--- src/rtl/msg_fifo.sv ---
// msg_fifo: clocked, parametrised first-word-fall-through message queue used
// to pass fixed-width messages between game-logic units (for example
// cell-reveal requests travelling to the board updater).
//
// Optional feature macro: MSG_FIFO_STATS_EN
//   When defined, adds the high_water output: the largest occupancy seen since
//   the last reset. Flush leaves it untouched.
//
// Ports:
//   clock         single system clock, rising edge active
//   reset         synchronous active-high reset (highest priority)
//   flush         synchronous clear of queue contents (below reset)
//   wr_data       message offered by the producer
//   wr_valid      producer offers wr_data; must hold until accepted
//   wr_ready      queue can accept a message (not full)
//   rd_data       head message, meaningful while rd_valid is high
//   rd_valid      queue holds at least one message
//   rd_ready      consumer takes the head message
//   count         current occupancy, 0..2**depth_log2
//   almost_full   count >= afull_level
//   almost_empty  count <= aempty_level
//   high_water    (MSG_FIFO_STATS_EN only) peak occupancy since reset
module msg_fifo #(
  parameter int msg_width    = 8,
  parameter int depth_log2   = 3,
  parameter int afull_level  = 6,
  parameter int aempty_level = 1
) (
  input  logic                 clock,
  input  logic                 reset,
  input  logic                 flush,
  input  logic [msg_width-1:0] wr_data,
  input  logic                 wr_valid,
  output logic                 wr_ready,
  output logic [msg_width-1:0] rd_data,
  output logic                 rd_valid,
  input  logic                 rd_ready,
  output logic [depth_log2:0]  count,
  output logic                 almost_full,
  output logic                 almost_empty
`ifdef MSG_FIFO_STATS_EN
  ,
  output logic [depth_log2:0]  high_water
`endif
);

  localparam int depth = 1 << depth_log2;
  localparam logic [depth_log2:0] full_count = depth[depth_log2:0];

  logic [msg_width-1:0]  mem [depth];
  logic [depth_log2-1:0] wr_ptr;
  logic [depth_log2-1:0] rd_ptr;
  logic                  push;
  logic                  pop;

  // All status outputs come from the registered count, so neither wr_valid
  // nor rd_ready has a combinational path to any output. Because wr_ready is
  // low when full, a pop in the same cycle cannot make room for a push.
  assign wr_ready     = (count != full_count);
  assign rd_valid     = (count != '0);
  assign almost_full  = (int'(count) >= afull_level);
  assign almost_empty = (int'(count) <= aempty_level);

  assign push = wr_valid && wr_ready;
  assign pop  = rd_valid && rd_ready;

  // Head of queue falls straight through; when empty this simply shows
  // whatever the storage slot under rd_ptr last held.
  assign rd_data = mem[rd_ptr];

  // Storage has no reset; writes are suppressed during reset and flush so a
  // discarded push never lands in the array.
  always_ff @(posedge clock) begin
    if (push && !reset && !flush) begin
      mem[wr_ptr] <= wr_data;
    end
  end

  // Pointers wrap naturally at depth; count tracks occupancy directly so
  // full and empty are unambiguous when the pointers are equal.
  always_ff @(posedge clock) begin
    if (reset || flush) begin
      wr_ptr <= '0;
      rd_ptr <= '0;
      count  <= '0;
    end else begin
      if (push) begin
        wr_ptr <= wr_ptr + 1'b1;
      end
      if (pop) begin
        rd_ptr <= rd_ptr + 1'b1;
      end
      case ({push, pop})
        2'b10:   count <= count + 1'b1;
        2'b01:   count <= count - 1'b1;
        default: count <= count;
      endcase
    end
  end

`ifdef MSG_FIFO_STATS_EN
  // Peak occupancy lags count by one cycle; only reset clears it.
  always_ff @(posedge clock) begin
    if (reset) begin
      high_water <= '0;
    end else if (count > high_water) begin
      high_water <= count;
    end
  end
`endif

endmodule

--- config.mk ---
export PLATFORM = sky130hd
export DESIGN_NAME = msg_fifo
export DESIGN_NICKNAME = d
export VERILOG_FILES = /design/src/rtl/msg_fifo.sv
export SDC_FILE = /design/constraint.sdc
export NUM_CORES = 1
export LEC_CHECK = 0
export BUFFER_PORTS_ARGS = -buffer_cell sky130_fd_sc_hd__buf_4
export CAP_MARGIN = 20
export CORE_ASPECT_RATIO = 0.6
export CORE_MARGIN = 5
export CORE_UTILIZATION = 52
export CTS_BUF_LIST = sky130_fd_sc_hd__clkbuf_16
export DETAILED_ROUTE_END_ITERATION = 10
export GPL_TIMING_DRIVEN = 0
export PLACE_DENSITY_LB_ADDON = 0.3
export SETUP_SLACK_MARGIN = 0.3
export SYNTH_ARGS = -nofsm -noshare
export SYNTH_HDL_FRONTEND = slang
export SYNTH_SLANG_ARGS = --single-unit
--- constraint.sdc ---
create_clock -name clock -period 2.3 [get_ports clock]
set_input_delay 0.23 -clock clock [delete_from_list [all_inputs] [get_ports clock]]
set_output_delay 0.23 -clock clock [all_outputs]
set_load 0.005 [all_outputs]
==> flow_summary.ini, run 1 <==
[run_status]
outcome = complete, no violations

[final_layout]
drive_gt1_frac = 0.488
fillCellCount = 341
post_layout_nonfiller_instances = 328
areaGrowthSynthToFinish_pct = 34.6
final_cell_area_um2 = 4210
diodes = 0
final_cell_mix = 64 x edfxtp_1, 37 x buf_4, 16 x mux4_2
final_common_cell = edfxtp_1
finalNetCount = 264

[sta]
whs_ns = 0.136
fmax_mhz = 465
relSlewSlack = 0.504
final.min_clock_period_ns = 2.15
hold_violations = 0
rsz0062_at_grt = yes
setup_ws_ns = 0.151
timing.final.crit_share = 0.934
fin_setup_tns_ns = 0
finalSetupViolations = 0
drv_slew = 0
finClkSkew_ns = 0.00406
worst_slew_pin_slew_ns = 0.744

[cts]
clk_pin_slew_ns = 0.06
cts_buffers = 9
hold_buffers = 0
cts_tree = done
clk_latency_ns = 0.33
clock_path_buffers = 2
cts.sinks = 77
cts-root-buf = clkbuf_16
htreeDepth = 3

[power_and_ir_drop]
p_per_area_nw_per_um2 = 715
p_leak_nw = 1.47
vdd_ir_drop_max_uv = 553

[placement]
dp.cells = 288
dpl_cell_area_um2 = 3490
dp_hpwl_um = 4300
dp_slack_ns = -0.253
portBuffers = 28
gp_congestion = 0.777

[flow_run]
drv_cap = 0

[worst_setup_path]
path_cells = buf_6 > buf_12 > buf_12 > mux4_2 > mux2_4 > buf_6
cp_slowest_cell = mux4_2
critPathLaunchType = flop
slowest_delay_ns = 0.52
crit_required_ns = 2.07
worstSetupPathType = reg -> out
reg2reg_from = count[0]
r2r-end = count[3]
path_max_fanout = 5
ff2ff_path_depth = 9
cp_data_arrival_time_ns = 1.92
reg2reg_slack_ns = 0.28
end_kind = primary output

[floorplan]
die_w_um = 110
die_area_um2 = 7720
ioPinCount = 29
core_um2 = 5700
rows = 21
die_y_um = 70.1
start_util = 0.549

[global_routing]
gr-total-overflow = 0
grt_pass1_vias = 2044
grt.total_usage = 0.209
grt_pass1_wl_um = 11400
antenna_found_initial = 0
grt_max_degree = 14

[hold_path]
hold_end = mem[7][1]
hp-class = in -> reg
min_from = wr_data[1]
min_path_cells = 1

[synthesis]
yosys_warnings = 0
ys_ff_latch = 77
synth-main-ff-cell = edfxtp_1
synthCells = 180
synth_nets = 201
synth-edff-count = 64
synthArstFlopShare = 0
synth.avg_cell_area_um2 = 17.4
ys_types = 33
synth_area_um2 = 3130
ys_seq_area_frac = 0.697

[route]
num_vias = 1893
viasPerCell = 5.77
drt_first_iter_violations = 99
ant_nets = 0
wirelength_um = 7170
avgRoutedWirePerCell_um = 21.9
dr.pass1.iters = 4
drc = 0
[logic make-up after synthesis]
logic type	count (synthesis)	share of synthesized area
adders and majority gates	8	0.0320
and+or+nand+nor	34	0.0608
buffers and inverters	14	0.0208
AOI/OAI and AO/OA	20	0.0364
muxes	25	0.147
xor gates and xnor gates	2	0.00560
DFF	77	0.697
[per-stage QoR]
stage / util / power [W]
global route: 0.739 / 0.00311
floorplan: - / 0.00165
CTS: 0.732 / 0.00301
detailed placement: 0.613 / 0.00173
global placement: 0.613 / 0.00171
finish: 0.739 / 0.00301
[report_power, final]
part	internal, W	switching (W)	leakage (nW)
Clock	0.000724	0.000529	0.139
Sequential	0.00152	0.00000886	0.685
Combinational	0.000125	0.000105	0.643
Total	0.00237	0.000643	1.47
[worst max path at each step]
stage	from	to	slack, ns	depth (start not counted)
global route	flop	rd_data[4]	0.1	6
detailed placement	count[0]	mem[4][3]	-0.25	5
CTS	flop	rd_data[5]	0.15	6
global placement	count[1]	mem[4][3]	-0.15	5
finish	flop	rd_data[4]	0.15	6
floorplan	count[0]	mem[4][0]	0.23	5
[sequential cells by signal, summed over array words and instances (netlist names), named ones only]
register  cells
mem          64
count         4
rd_ptr        3
wr_ptr        3
[synthesized netlist by cell type, types with 2 or more instances]
library cell | number | share of area
or3_1 | 2 | 0.0040
dfxtp_1 | 13 | 0.083
a21oi_1 | 9 | 0.014
edfxtp_1 | 64 | 0.61
mux4_2 | 16 | 0.12
nand2_1 | 3 | 0.0036
clkbuf_1 | 2 | 0.0024
mux2_2 | 8 | 0.029
inv_1 | 8 | 0.0096
nand2b_1 | 3 | 0.0060
ha_1 | 8 | 0.032
o21ai_0 | 7 | 0.011
or4_1 | 2 | 0.0048
nor3_1 | 3 | 0.0048
xor2_1 | 2 | 0.0056
nand3_1 | 2 | 0.0032
nor2_1 | 11 | 0.013
o31ai_1 | 2 | 0.0048
[layer usage]
| metal | track usage | part of all wire |
|---|---|---|
| met1 | 0.273 | 0.39 |
| met4 | 0.0423 | 0.0078 |
| met3 | 0.0700 | 0.080 |
| met5 | 0 | 0 |
| met2 | 0.344 | 0.52 |
[critical path: cells and delay by family, from the launching register on]
kind	cells	cell delay [ns]
buf+inv	4	0.47
flops	1	0.32
mux	2	0.81
[final cells by class]
| type | count | area [um^2] | share of cell area |
|---|---|---|---|
| sequential | 77 | 2190 | 0.521 |
| tap | 80 | 100 | 0.0238 |
| multi-input combinational | 89 | 1040 | 0.246 |
| buffer | 6 | 51.3 | 0.0122 |
| clock buffer | 9 | 225 | 0.0535 |
| timing repair buffer | 52 | 528 | 0.125 |
| inverter | 8 | 37.5 | 0.00891 |
| clock inverter | 7 | 41.3 | 0.00980 |
[timing repair]
action	4_1_cts	5_1_grt
resized for setup	38	7
pin swaps	12	3
cloned	1	0
endpoints found under the setup margin	74	48
buffers inserted	21	2
(Power assumes the default switching activity.)
==> inputs of run 2 (changes only) <==
- REMOVE_ABC_BUFFERS: unset -> 1
==> flow_summary.ini, run 2 (synthesized netlist as in run 1, its figures left out) <==
[cts]
clk_pin_slew_ns = 0.06
cts_tree = done
cts_buffers = 9
clock_path_buffers = 2
cts-root-buf = clkbuf_16
cts.sinks = 77
clk_latency_ns = 0.33
htreeDepth = 3
hold_buffers = 0

[floorplan]
die_w_um = 110
start_util = 0.549
core_um2 = 5700
rows = 21
ioPinCount = 29
die_area_um2 = 7720
die_y_um = 70.1

[worst_setup_path]
path_cells = inv_4 > ha_4 > and3b_2 > inv_2 > nand2_2 > ha_4 > or4b_4 > a2111o_1 > o21ai_1
cp_slowest_cell = or4b_4
worstSetupStartpoint = count[0]
path_max_fanout = 3
cp-endpoint = count[3]
crit_required_ns = 2.56
slowest_delay_ns = 0.46
critPathMostFrequentCell = ha_4
cp_data_arrival_time_ns = 2.30
r2r-end = count[3]
end_kind = flop
reg2reg_from = count[0]
worstSetupPathType = reg -> reg
ff2ff_path_depth = 9
critPathLaunchType = flop
reg2reg_slack_ns = 0.25

[global_routing]
grt.total_usage = 0.200
grt_max_degree = 17
grt_pass1_vias = 1949
antenna_found_initial = 0
grt_pass1_wl_um = 11000
gr-total-overflow = 0

[final_layout]
regMostFlops = mem
final_common_cell = edfxtp_1
drive_gt1_frac = 0.502
areaGrowthSynthToFinish_pct = 31.9
finalNetCount = 263
reg_top3 = mem (64), count (4)
diodes = 0
final_cell_mix = 64 x edfxtp_1, 48 x buf_4, 16 x mux4_2
largest_reg_flops = 64

[sta]
rsz0062_at_grt = yes
hold_violations = 0
finClkSkew_ns = 0.00864
setup_ws_ns = 0.251
fin_setup_tns_ns = 0
drv_slew = 0
worst_slew_pin_slew_ns = 0.481
fmax_mhz = 488
relSlewSlack = 0.679
final.min_clock_period_ns = 2.05
timing.final.crit_share = 0.891
finalSetupViolations = 0

[route]
drc = 0
avgRoutedWirePerCell_um = 22.0
viasPerCell = 5.77
dr.pass1.iters = 4
wirelength_um = 7190
ant_nets = 0
drt_first_iter_violations = 138
num_vias = 1887

[power_and_ir_drop]
p_leak_nw = 1.43
p_per_area_nw_per_um2 = 754
vdd_ir_drop_max_uv = 575

[placement]
dp_slack_ns = -0.435
portBuffers = 28
gp_congestion = 0.740
dp_hpwl_um = 3990

[hold_path]
min_from = wr_data[3]
hp-class = in -> reg

[flow_run]
drv_cap = 0

[run_status]
outcome = complete, no violations
## run 2: cell types whose count changed in the layout (fill, tap and decap cells not counted), sizes merged
cell / previous run / this run
clkbuf: 11 / 10
clkinvlp: 0 / 1
inv: 11 / 9
bufinv: 0 / 1
## run 2: per-stage QoR
stage / util / total power, W / instance area, um^2 / instances / hold slack [ns]
final: 0.724 / 0.00311 / 4130 / 327 / 0.136
after global routing: 0.724 / 0.00322 / 4130 / 327 / 0.128
after floorplan: - / 0.00164 / 3090 / 174 / 0.329
after detailed placement: 0.599 / 0.00171 / 3410 / 282 / 0.468
after CTS: 0.710 / 0.00311 / 4050 / 323 / 0.129
after global placement: 0.597 / 0.00170 / 3400 / 282 / 0.455
## run 2: layout make-up
type                       instances  area [um^2]
multi-input combinational         89         1000
sequential                        77         2200
timing repair buffer              57          502
clock buffer                       9          225
inverter                           8         35.0
fill                             328         1570
clock inverter                     7         65.1
tap                               80          100
## run 2: worst min path at each step
stage,endpoint,slack (ns),cells after the start
CTS,mem[4][4],0.13,1
floorplan,mem[0][0],0.33,0
global placement,mem[2][3],0.45,1
finish,mem[3][3],0.14,1
detailed placement,mem[4][4],0.47,1
global route,mem[4][6],0.13,1
## run 2: repair_timing
action / CTS / global route
cloned: 0 / 1
setup buffers: 25 / 3
gates resized for setup: 39 / 7
endpoints found under the hold margin: 0 / 0
setup endpoints to repair: 77 / 39
pin swaps: 12 / 7
## run 2: power breakdown
group | leakage (nW) | total [W] | switching (W) | internal (W)
clock | 0.143 | 0.00137 | 0.000535 | 0.000833
sequential | 0.686 | 0.00153 | 0.0000110 | 0.00152
combinational | 0.604 | 0.000216 | 0.000102 | 0.000114
## run 2: critical path: cells and delay by family, from the launching register on
family / cells / cell delay, ns
DFF: 1 / 0.36
and+or+nand+nor: 3 / 0.75
adders and majority gates: 2 / 0.26
buffers and inverters: 2 / 0.12
AOI/OAI and AO/OA: 2 / 0.49
## run 2: layer usage
metal,up-vias,part of all wire,GRT usage
li1,838,-,-
met1,945,0.40,0.271
met2,90,0.50,0.313
met3,14,0.086,0.0589
met4,0,0.016,0.0628
met5,-,0,0
